File: src/rtl/mem_arbiter.sv
// Two-port round-robin arbiter in front of one single-port memory.
// After reset the whole memory is swept to zero (INIT -> CLEAR -> RUN).
// Only then are requester accesses granted, one per cycle.
//
// Handshake: a requester raises I_reqN and holds it, together with
// I_wenN/I_addrN/I_wdataN, until it sees O_gntN high in the same cycle.
// Each cycle with O_gntN high performs exactly one access. A granted read
// returns its data one cycle later as a single-cycle O_rvalidN pulse,
// with the data on O_rdataN. There is no backpressure on the read return.
module mem_arbiter #(
  parameter int C_WORDSIZE = 8,
  parameter int C_ADDRSIZE = 10
) (
  input  logic                  I_clk,
  input  logic                  I_rst_n,
  input  logic                  I_clr,
  output logic                  O_ready,
  // requester 0
  input  logic                  I_req0,
  input  logic                  I_wen0,
  input  logic [C_ADDRSIZE-1:0] I_addr0,
  input  logic [C_WORDSIZE-1:0] I_wdata0,
  output logic                  O_gnt0,
  output logic                  O_rvalid0,
  output logic [C_WORDSIZE-1:0] O_rdata0,
  // requester 1
  input  logic                  I_req1,
  input  logic                  I_wen1,
  input  logic [C_ADDRSIZE-1:0] I_addr1,
  input  logic [C_WORDSIZE-1:0] I_wdata1,
  output logic                  O_gnt1,
  output logic                  O_rvalid1,
  output logic [C_WORDSIZE-1:0] O_rdata1,
  // memory side
  output logic                  O_mem_wen,
  output logic [C_ADDRSIZE-1:0] O_mem_addr,
  output logic [C_WORDSIZE-1:0] O_mem_wdata,
  input  logic [C_WORDSIZE-1:0] I_mem_rdata,
  // debug: current FSM state (0 = INIT, 1 = CLEAR, 2 = RUN)
  output logic [1:0]            O_state
);

  typedef enum logic [1:0] {
    ST_INIT  = 2'd0,
    ST_CLEAR = 2'd1,
    ST_RUN   = 2'd2
  } state_t;

  localparam logic [C_ADDRSIZE-1:0] CLR_LAST = '1;
  localparam logic [C_ADDRSIZE-1:0] CLR_STEP = {{(C_ADDRSIZE-1){1'b0}}, 1'b1};

  state_t                  state;
  logic [C_ADDRSIZE-1:0]   clr_cnt;
  logic                    last_gnt1;   // 1: port 1 was granted most recently
  logic [C_ADDRSIZE-1:0]   hold_addr;
  logic [C_WORDSIZE-1:0]   hold_wdata;
  logic                    gnt0;
  logic                    gnt1;
  logic                    mem_wen;
  logic [C_ADDRSIZE-1:0]   mem_addr;
  logic [C_WORDSIZE-1:0]   mem_wdata;

  // Round-robin grant. A clear request in RUN suppresses grants so that no
  // access slips in ahead of the sweep that is about to start.
  always_comb begin
    gnt0 = 1'b0;
    gnt1 = 1'b0;
    if (state == ST_RUN && !I_clr) begin
      if (I_req0 && I_req1) begin
        gnt0 = last_gnt1;
        gnt1 = !last_gnt1;
      end else begin
        gnt0 = I_req0;
        gnt1 = I_req1;
      end
    end
  end

  // Memory port mux: the clear sweep, else the granted requester, else idle.
  // When idle, the last address and data are held.
  always_comb begin
    mem_wen   = 1'b0;
    mem_addr  = hold_addr;
    mem_wdata = hold_wdata;
    if (state == ST_CLEAR) begin
      mem_wen   = 1'b1;
      mem_addr  = clr_cnt;
      mem_wdata = '0;
    end else if (gnt0) begin
      mem_wen   = I_wen0;
      mem_addr  = I_addr0;
      mem_wdata = I_wdata0;
    end else if (gnt1) begin
      mem_wen   = I_wen1;
      mem_addr  = I_addr1;
      mem_wdata = I_wdata1;
    end
  end

  // Main FSM and clear counter. A clear request restarts the sweep from 0.
  always_ff @(posedge I_clk) begin
    if (!I_rst_n) begin
      state   <= ST_INIT;
      clr_cnt <= '0;
    end else begin
      case (state)
        ST_INIT: begin
          state   <= ST_CLEAR;
          clr_cnt <= '0;
        end
        ST_CLEAR: begin
          if (I_clr) begin
            clr_cnt <= '0;
          end else if (clr_cnt == CLR_LAST) begin
            state   <= ST_RUN;
            clr_cnt <= '0;
          end else begin
            clr_cnt <= clr_cnt + CLR_STEP;
          end
        end
        ST_RUN: begin
          if (I_clr) begin
            state   <= ST_CLEAR;
            clr_cnt <= '0;
          end
        end
        default: begin
          state   <= ST_INIT;
          clr_cnt <= '0;
        end
      endcase
    end
  end

  // Round-robin history; port 0 wins the first contention after reset.
  always_ff @(posedge I_clk) begin
    if (!I_rst_n) begin
      last_gnt1 <= 1'b1;
    end else if (gnt0) begin
      last_gnt1 <= 1'b0;
    end else if (gnt1) begin
      last_gnt1 <= 1'b1;
    end
  end

  // Remember the last driven address and data so the bus is quiet when idle.
  always_ff @(posedge I_clk) begin
    if (!I_rst_n) begin
      hold_addr  <= '0;
      hold_wdata <= '0;
    end else if (mem_wen || gnt0 || gnt1) begin
      hold_addr  <= mem_addr;
      hold_wdata <= mem_wdata;
    end
  end

  // Read return path: capture memory data on a read grant and pulse valid.
  always_ff @(posedge I_clk) begin
    if (!I_rst_n) begin
      O_rvalid0 <= 1'b0;
      O_rvalid1 <= 1'b0;
      O_rdata0  <= '0;
      O_rdata1  <= '0;
    end else begin
      O_rvalid0 <= gnt0 && !I_wen0;
      O_rvalid1 <= gnt1 && !I_wen1;
      if (gnt0 && !I_wen0) begin
        O_rdata0 <= I_mem_rdata;
      end
      if (gnt1 && !I_wen1) begin
        O_rdata1 <= I_mem_rdata;
      end
    end
  end

  assign O_gnt0      = gnt0;
  assign O_gnt1      = gnt1;
  assign O_mem_wen   = mem_wen;
  assign O_mem_addr  = mem_addr;
  assign O_mem_wdata = mem_wdata;
  assign O_ready     = (state == ST_RUN);
  assign O_state     = state;

endmodule

File: config.mk
export PLATFORM = sky130hd
export DESIGN_NAME = mem_arbiter
export DESIGN_NICKNAME = d
export VERILOG_FILES = /design/src/rtl/mem_arbiter.sv
export SDC_FILE = /design/constraint.sdc
export NUM_CORES = 1
export LEC_CHECK = 0
export ABC_AREA = 1
export BUFFER_PORTS_ARGS = -buffer_cell sky130_fd_sc_hd__buf_2
export CORE_AREA = 2 2 73 75
export CTS_BUF_LIST = sky130_fd_sc_hd__clkbuf_8
export CTS_CLUSTER_SIZE = 25
export DETAILED_ROUTE_END_ITERATION = 8
export DIE_AREA = 0 0 75 77
export GPL_TIMING_DRIVEN = 1
export PLACE_DENSITY = 0.81
export SYNTH_ARGS = -nofsm -noshare
export SYNTH_HDL_FRONTEND = slang
export SYNTH_SLANG_ARGS = --single-unit
File: constraint.sdc
create_clock -name I_clk -period 1.73 [get_ports I_clk]
set_input_delay 0.173 -clock I_clk [delete_from_list [all_inputs] [get_ports I_clk]]
set_output_delay 0.173 -clock I_clk [all_outputs]
set_load 0.005 [all_outputs]
==> out/results.tsv, run 1 <==
metric	value	unit
firstDrtPassIters	6	
hpwl	4940	µm
wl_per_cell	16.0	µm
ys.flop_type	dfxtp_1	
drc	0	
cts.clk_slew.worst_paths	90	ps
initial_utilization	49.9	%
grt_use_total	28.8	%
die_y	77	µm
power_density	598	nW/µm²
place.gp.congestion	0.844	
synth_top_area_share	39.5	%
grt_first_pass_wirelength	12900	µm
cts_buffers	5	
syn_avg_cell_area	6.45	µm²
cts_tree	built	
dr.first_iter.drc_count	322	
cts_max_level	2	
ir_drop	0.566	mV
syn-cell-area	2480	µm²
tightestPinTransition	446	ps
min_from	I_mem_rdata[2]	
rsz0062_at_grt	true	
cts.sinks	49	
vias	3233	
ys_ff_latch	49	
nNetsFinal	567	
hold_class	input pin to flip-flop	
yosysTopAreaCell	dfxtp_1	
io_buffer_count	92	
finalSetupViolCount	21	
fin_util	75.2	%
num-fill-cells	362	
cp-end-kind	primary output	
drv_slew	0	
crit_start	O_state[0]$_SDFFE_PN0P_	
clock_latency	320	ps
fin_tns_setup	-2250	ps
synth.distinct_cells	30	
multiInputGateArea	1420	µm²
slew_headroom	70.3	%
maxCapViolCount	0	
hold_viol	0	
r2r_start	O_state[0]$_SDFFE_PN0P_	
violations	setup timing	
cp_max_fo	5	
reg2reg_slack	-120	ps
synth_most_common_cell	nand2_1	
dieArea	5780	µm²
rows	26	
grt_overflow	0	
arrival	1730	ps
regArea	985	µm²
yosys-top-cells-area	dfxtp_1 (39%), nand2_1 (15%), nand3_1 (11%)	
post-route-min-period	1900	ps
leakagePower	1.98	nW
fmax	526	MHz
synth_top_cells_by_count	nand2_1 (102), nand3_1 (55), inv_1 (51)	
layout-drive-gt1-share	39.0	%
status	finished, violations left	
coreArea	4980	µm²
cts_root_buf	clkbuf_8	
grt_max_degree	20	
num_io_pins	93	
path_class	flip-flop to primary output	
cts_max_path_buffers	2	
p_total	2.24	mW
viasPerCell	5.52	
netlist_instances	385	
antenna_found_initial	0	
wl	9390	µm
drt.antenna.violating_nets	0	
cts.hold.buffers_added	0	
clock_skew	11.6	ps
synth_edf_count	0	
yosysWarnings	0	
ys_seq_area_share	39.5	%
async_flop_share	0	%
start_kind	flip-flop	
die_width	75	µm
worst_slack	-170	ps
fin_crit_sh	110	%
synth_fp_nets	437	
grt_pass1_vias	2849	
worst_ep_required_time	1560	ps
antenna_cells	0	
areaGrowthSynthToFinish	50.8	%
cell usage in the layout, fill, tap and decap left out, types with 2 or more instances in the layout:
cell / n
buf_2: 92
nand2_1: 85
inv_1: 47
dfxtp_1: 46
nand3_1: 44
nor2_1: 40
buf_4: 32
a21oi_1: 21
nand2_2: 17
o21ai_0: 14
nand3_2: 12
inv_2: 6
o21ai_1: 6
clkbuf_8: 5
buf_6: 5
dfxtp_2: 3
nand2_8: 3
buf_12: 3
nand2_4: 2
nor2_2: 2
o21ai_2: 2
o211ai_1: 2
xor2_1: 2
nand4_1: 2
nor3_1: 2
a21oi_2: 2
clkbuf_16: 2
stage by stage:
stage	worst slack, ps	hold WS [ps]	std cells	area (µm²)
4_1_cts	-108	102	579	3530
5_1_grt	-214	114	586	3740
6_report	-170	113	586	3740
3_3_place_gp	166	426	542	3030
2_1_floorplan	351	308	385	2480
3_5_place_dp	154	434	542	3030
cells by family (layout without fill, tap and decap cells):
group           after synthesis  after routing  share of synthesized area (%)
buf+inv                      71            200                           11.5
fa+ha+maj                     1              1                          0.504
flops                        49             49                           39.5
xor+xnor                      2              2                          0.705
simple gates                210            212                           36.8
compound gates               52             52                           11.0
power by group:
part | internal (mW) | switching [mW] | total, mW
Sequential | 1.13 | 0.00315 | 1.13
Combinational | 0.0944 | 0.147 | 0.242
Clock | 0.434 | 0.429 | 0.863
Total | 1.66 | 0.580 | 2.24
state kept, by name (all words and copies together) (netlist names):
signal and flops:
clr_cnt 10, hold_addr 10, O_rdata0 8, O_rdata1 8, hold_wdata 8, O_state 2
O_rvalid0 1, O_rvalid1 1, last_gnt1 1
layer usage:
metal  global-route usage (%)  share of wire (%)
met4                     13.2                5.0
met3                     5.78                8.1
met1                     36.5                 39
met2                     46.2                 48
met5                        0                  0
worst paths after layout:
path / end / cells after the start
hold reg to reg: O_rdata1[1]$_SDFFE_PN0P_ / 2
setup reg to reg: hold_addr[0]$_SDFFE_PN0P_ / 13
setup / recovery: O_mem_addr[1] / 10
hold / removal: O_rdata0[2]$_SDFFE_PN0P_ / 3
timing repair:
item	4_1_cts	5_1_grt
endpoints found under the setup margin	19	31
gates resized for setup	34	42
setup buffers	25	5
cloned	4	3
pin swaps	16	18
hold endpoints to repair	0	0
final cells by class:
| cell class | count | area share [%] |
|---|---|---|
| Clock buffer | 5 | 1.84 |
| Clock inverter | 3 | 1.24 |
| Inverter | 56 | 6.01 |
| Multi-Input combinational cell | 267 | 38.0 |
| Sequential cell | 49 | 26.3 |
| Tap cell | 70 | 2.34 |
| Timing Repair Buffer | 136 | 24.3 |
critical path: stages, from the launching register on:
cell	delay [ps]
dfxtp_2	340
inv_2	70
nand2_4	70
nor2_8	160
buf_12	160
clkbuf_16	140
nand3_1	60
nand3_1	120
nand2_2	90
nand2_2	100
buf_2	110
Note: power is estimated with default switching activity, not from simulation.
==> run 2, diff against run 1 <==
- CORE_AREA: 2 2 73 75 -> 2 2 77 79
- DIE_AREA: 0 0 75 77 -> 0 0 79 81
- PLACE_DENSITY: 0.81 -> 0.77
- clock period: 1.73 -> 1.6 ns (I/O delays scaled with it)
==> run 2 against run 1 <==
The run still ends with setup timing left. Register-to-register slack lost 40 ps. Power grew 6.8%. Routed wire length is 4.9% lower. Clock skew down 1.3 ps. Cell area grew 5.2%. Setup slack lost 100 ps. Utilization down 5.8 points. Via count fell by 3.2%. Sequential share of layout area down 1.3 points. Clock-buffer cell count is the same. First-iteration DRC count shrank 25%. Non-clock buffer count up 5. Largest cell class unchanged.
==> out/results.tsv, run 2 (same netlist as run 1, synthesis figures left out) <==
metric	value	unit
status	finished, violations left	
violations	setup timing	
cts.sinks	49	
cts.clk_slew.worst_paths	90	ps
cpMostUsedCell	inv_1	
crit_family	buffers and inverters	
cts_buffers	5	
areaGrowthSynthToFinish	58.6	%
place.gp.congestion	0.850	
final_cell_mix	buf_2 (88), nand2_1 (71), dfxtp_1 (46), inv_1 (44), nand3_1 (42)	
cts_max_level	2	
cp_slowest_cell	dfxtp_2	
drt.antenna.violating_nets	0	
finalNonFillerCells	599	
num_io_pins	93	
cts_tree	built	
clock_latency	310	ps
post-route-min-period	1870	ps
cts.hold.buffers_added	0	
cpPeakStageDelay	370	ps
dieArea	6400	µm²
fmax	534	MHz
maxCapViolCount	0	
path_class	flip-flop to primary output	
hpwl	4790	µm
ir_drop	0.322	mV
coreArea	5680	µm²
antenna_found_initial	0	
hold_viol	0	
p_total	2.39	mW
grt_overflow	0	
slew_headroom	78.2	%
wl	8930	µm
worst_ep_required_time	1440	ps
grt_max_degree	20	
clock_skew	10.3	ps
grt_first_pass_wirelength	12000	µm
finalSetupViolCount	22	
final_common_cell	buf_2	
leakagePower	2.10	nW
wl_per_cell	14.9	µm
cp_max_fo	7	
power_density	607	nW/µm²
rsz0062_at_grt	true	
rows	28	
hold_class	input pin to flip-flop	
start_kind	flip-flop	
cp-end-kind	primary output	
firstDrtPassIters	5	
worst_slack	-272	ps
tightestPinTransition	324	ps
die_width	79	µm
dr.first_iter.drc_count	240	
die_y	81	µm
drv_slew	0	
top_regs	clr_cnt x10, hold_addr x10	
grt_use_total	23.7	%
drc	0	
layout-drive-gt1-share	45.0	%
pre_cts_ws	14.1	ps
cp_cell_sequence	inv_2 > a21boi_4 > buf_12 > nand2_4 > o21ai_1 > inv_1 > nand2_2 > inv_1 > buf_2	
crit_buf_inv	5	
cts_root_buf	clkbuf_8	
dp_cells	553	
nNetsFinal	575	
antenna_cells	0	
grt_pass1_vias	2676	
io_buffer_count	92	
initial_utilization	43.8	%
viasPerCell	5.22	
cts_max_path_buffers	2	
fin_crit_sh	117	%
vias	3128	
arrival	1710	ps
## run 2: cell count changes in the layout (fill, tap and decap cells not counted), sizes merged
| cell | before | now |
|---|---|---|
| clkinvlp | 1 | 0 |
| clkbuf | 7 | 6 |
| nand2 | 107 | 109 |
| buf | 134 | 140 |
| inv | 54 | 56 |
## run 2: layout make-up
class / count / area [µm²]
fillers: 428 / 1740
multi-input cells: 269 / 1540
flip-flops and latches: 49 / 985
repair buffers: 141 / 978
inverters: 56 / 228
well taps: 75 / 93.8
clock buffers: 5 / 68.8
clock inverters: 3 / 43.8
repair inverters: 1 / 5.00
## run 2: worst register-to-register path, delay by kind of cell (launching register included)
kind | cells | cell delay [ps]
AND/OR/NAND/NOR | 7 | 570
flip-flops | 1 | 350
buffers and inverters | 7 | 810
## run 2: per-layer routing
metal  vias up  global-route usage (%)  part of all wire, %
li1       1495                       -                    -
met1      1443                    28.1                   40
met2       144                    41.6                   49
met3        46                    3.67                  5.9
met4         0                    12.1                  5.1
met5         -                       0                    0
## run 2: where the power goes
part	total (mW)	leakage (nW)	internal [mW]	switching [mW]
registers	1.23	0.395	1.22	0.00377
clock network	0.900	0.0585	0.469	0.431
logic	0.264	1.64	0.106	0.158
## run 2: final timing paths
kind,startpoint,end,slack (ps),depth (start not counted)
setup / recovery,last_gnt1$_SDFFE_PN1P_,O_mem_wdata[3],-270,9
hold / removal,I_mem_rdata[2],O_rdata0[2]$_SDFFE_PN0P_,80,3
setup reg to reg,O_state[0]$_SDFFE_PN0P_,hold_wdata[6]$_SDFFE_PN0P_,-160,14
hold reg to reg,O_rdata1[4]$_SDFFE_PN0P_,O_rdata1[4]$_SDFFE_PN0P_,470,2
## run 2: what timing repair did
item | CTS | global route
setup buffers | 16 | 16
resized for setup | 33 | 90
pin swaps | 9 | 37
cloned | 3 | 4
setup endpoints to repair | 23 | 39
## run 2: metrics by stage
step                      area (µm²)  util, %  hold WS [ps]  setup TNS (ps)
after floorplan                 2480        -           295               0
after global placement          3080     54.3           411               0
after detailed placement        3080     54.3           411               0
after CTS                       3510     61.8          94.2           -3460
after global routing            3940     69.4          98.9           -6170
final                           3940     69.4          81.7           -3820
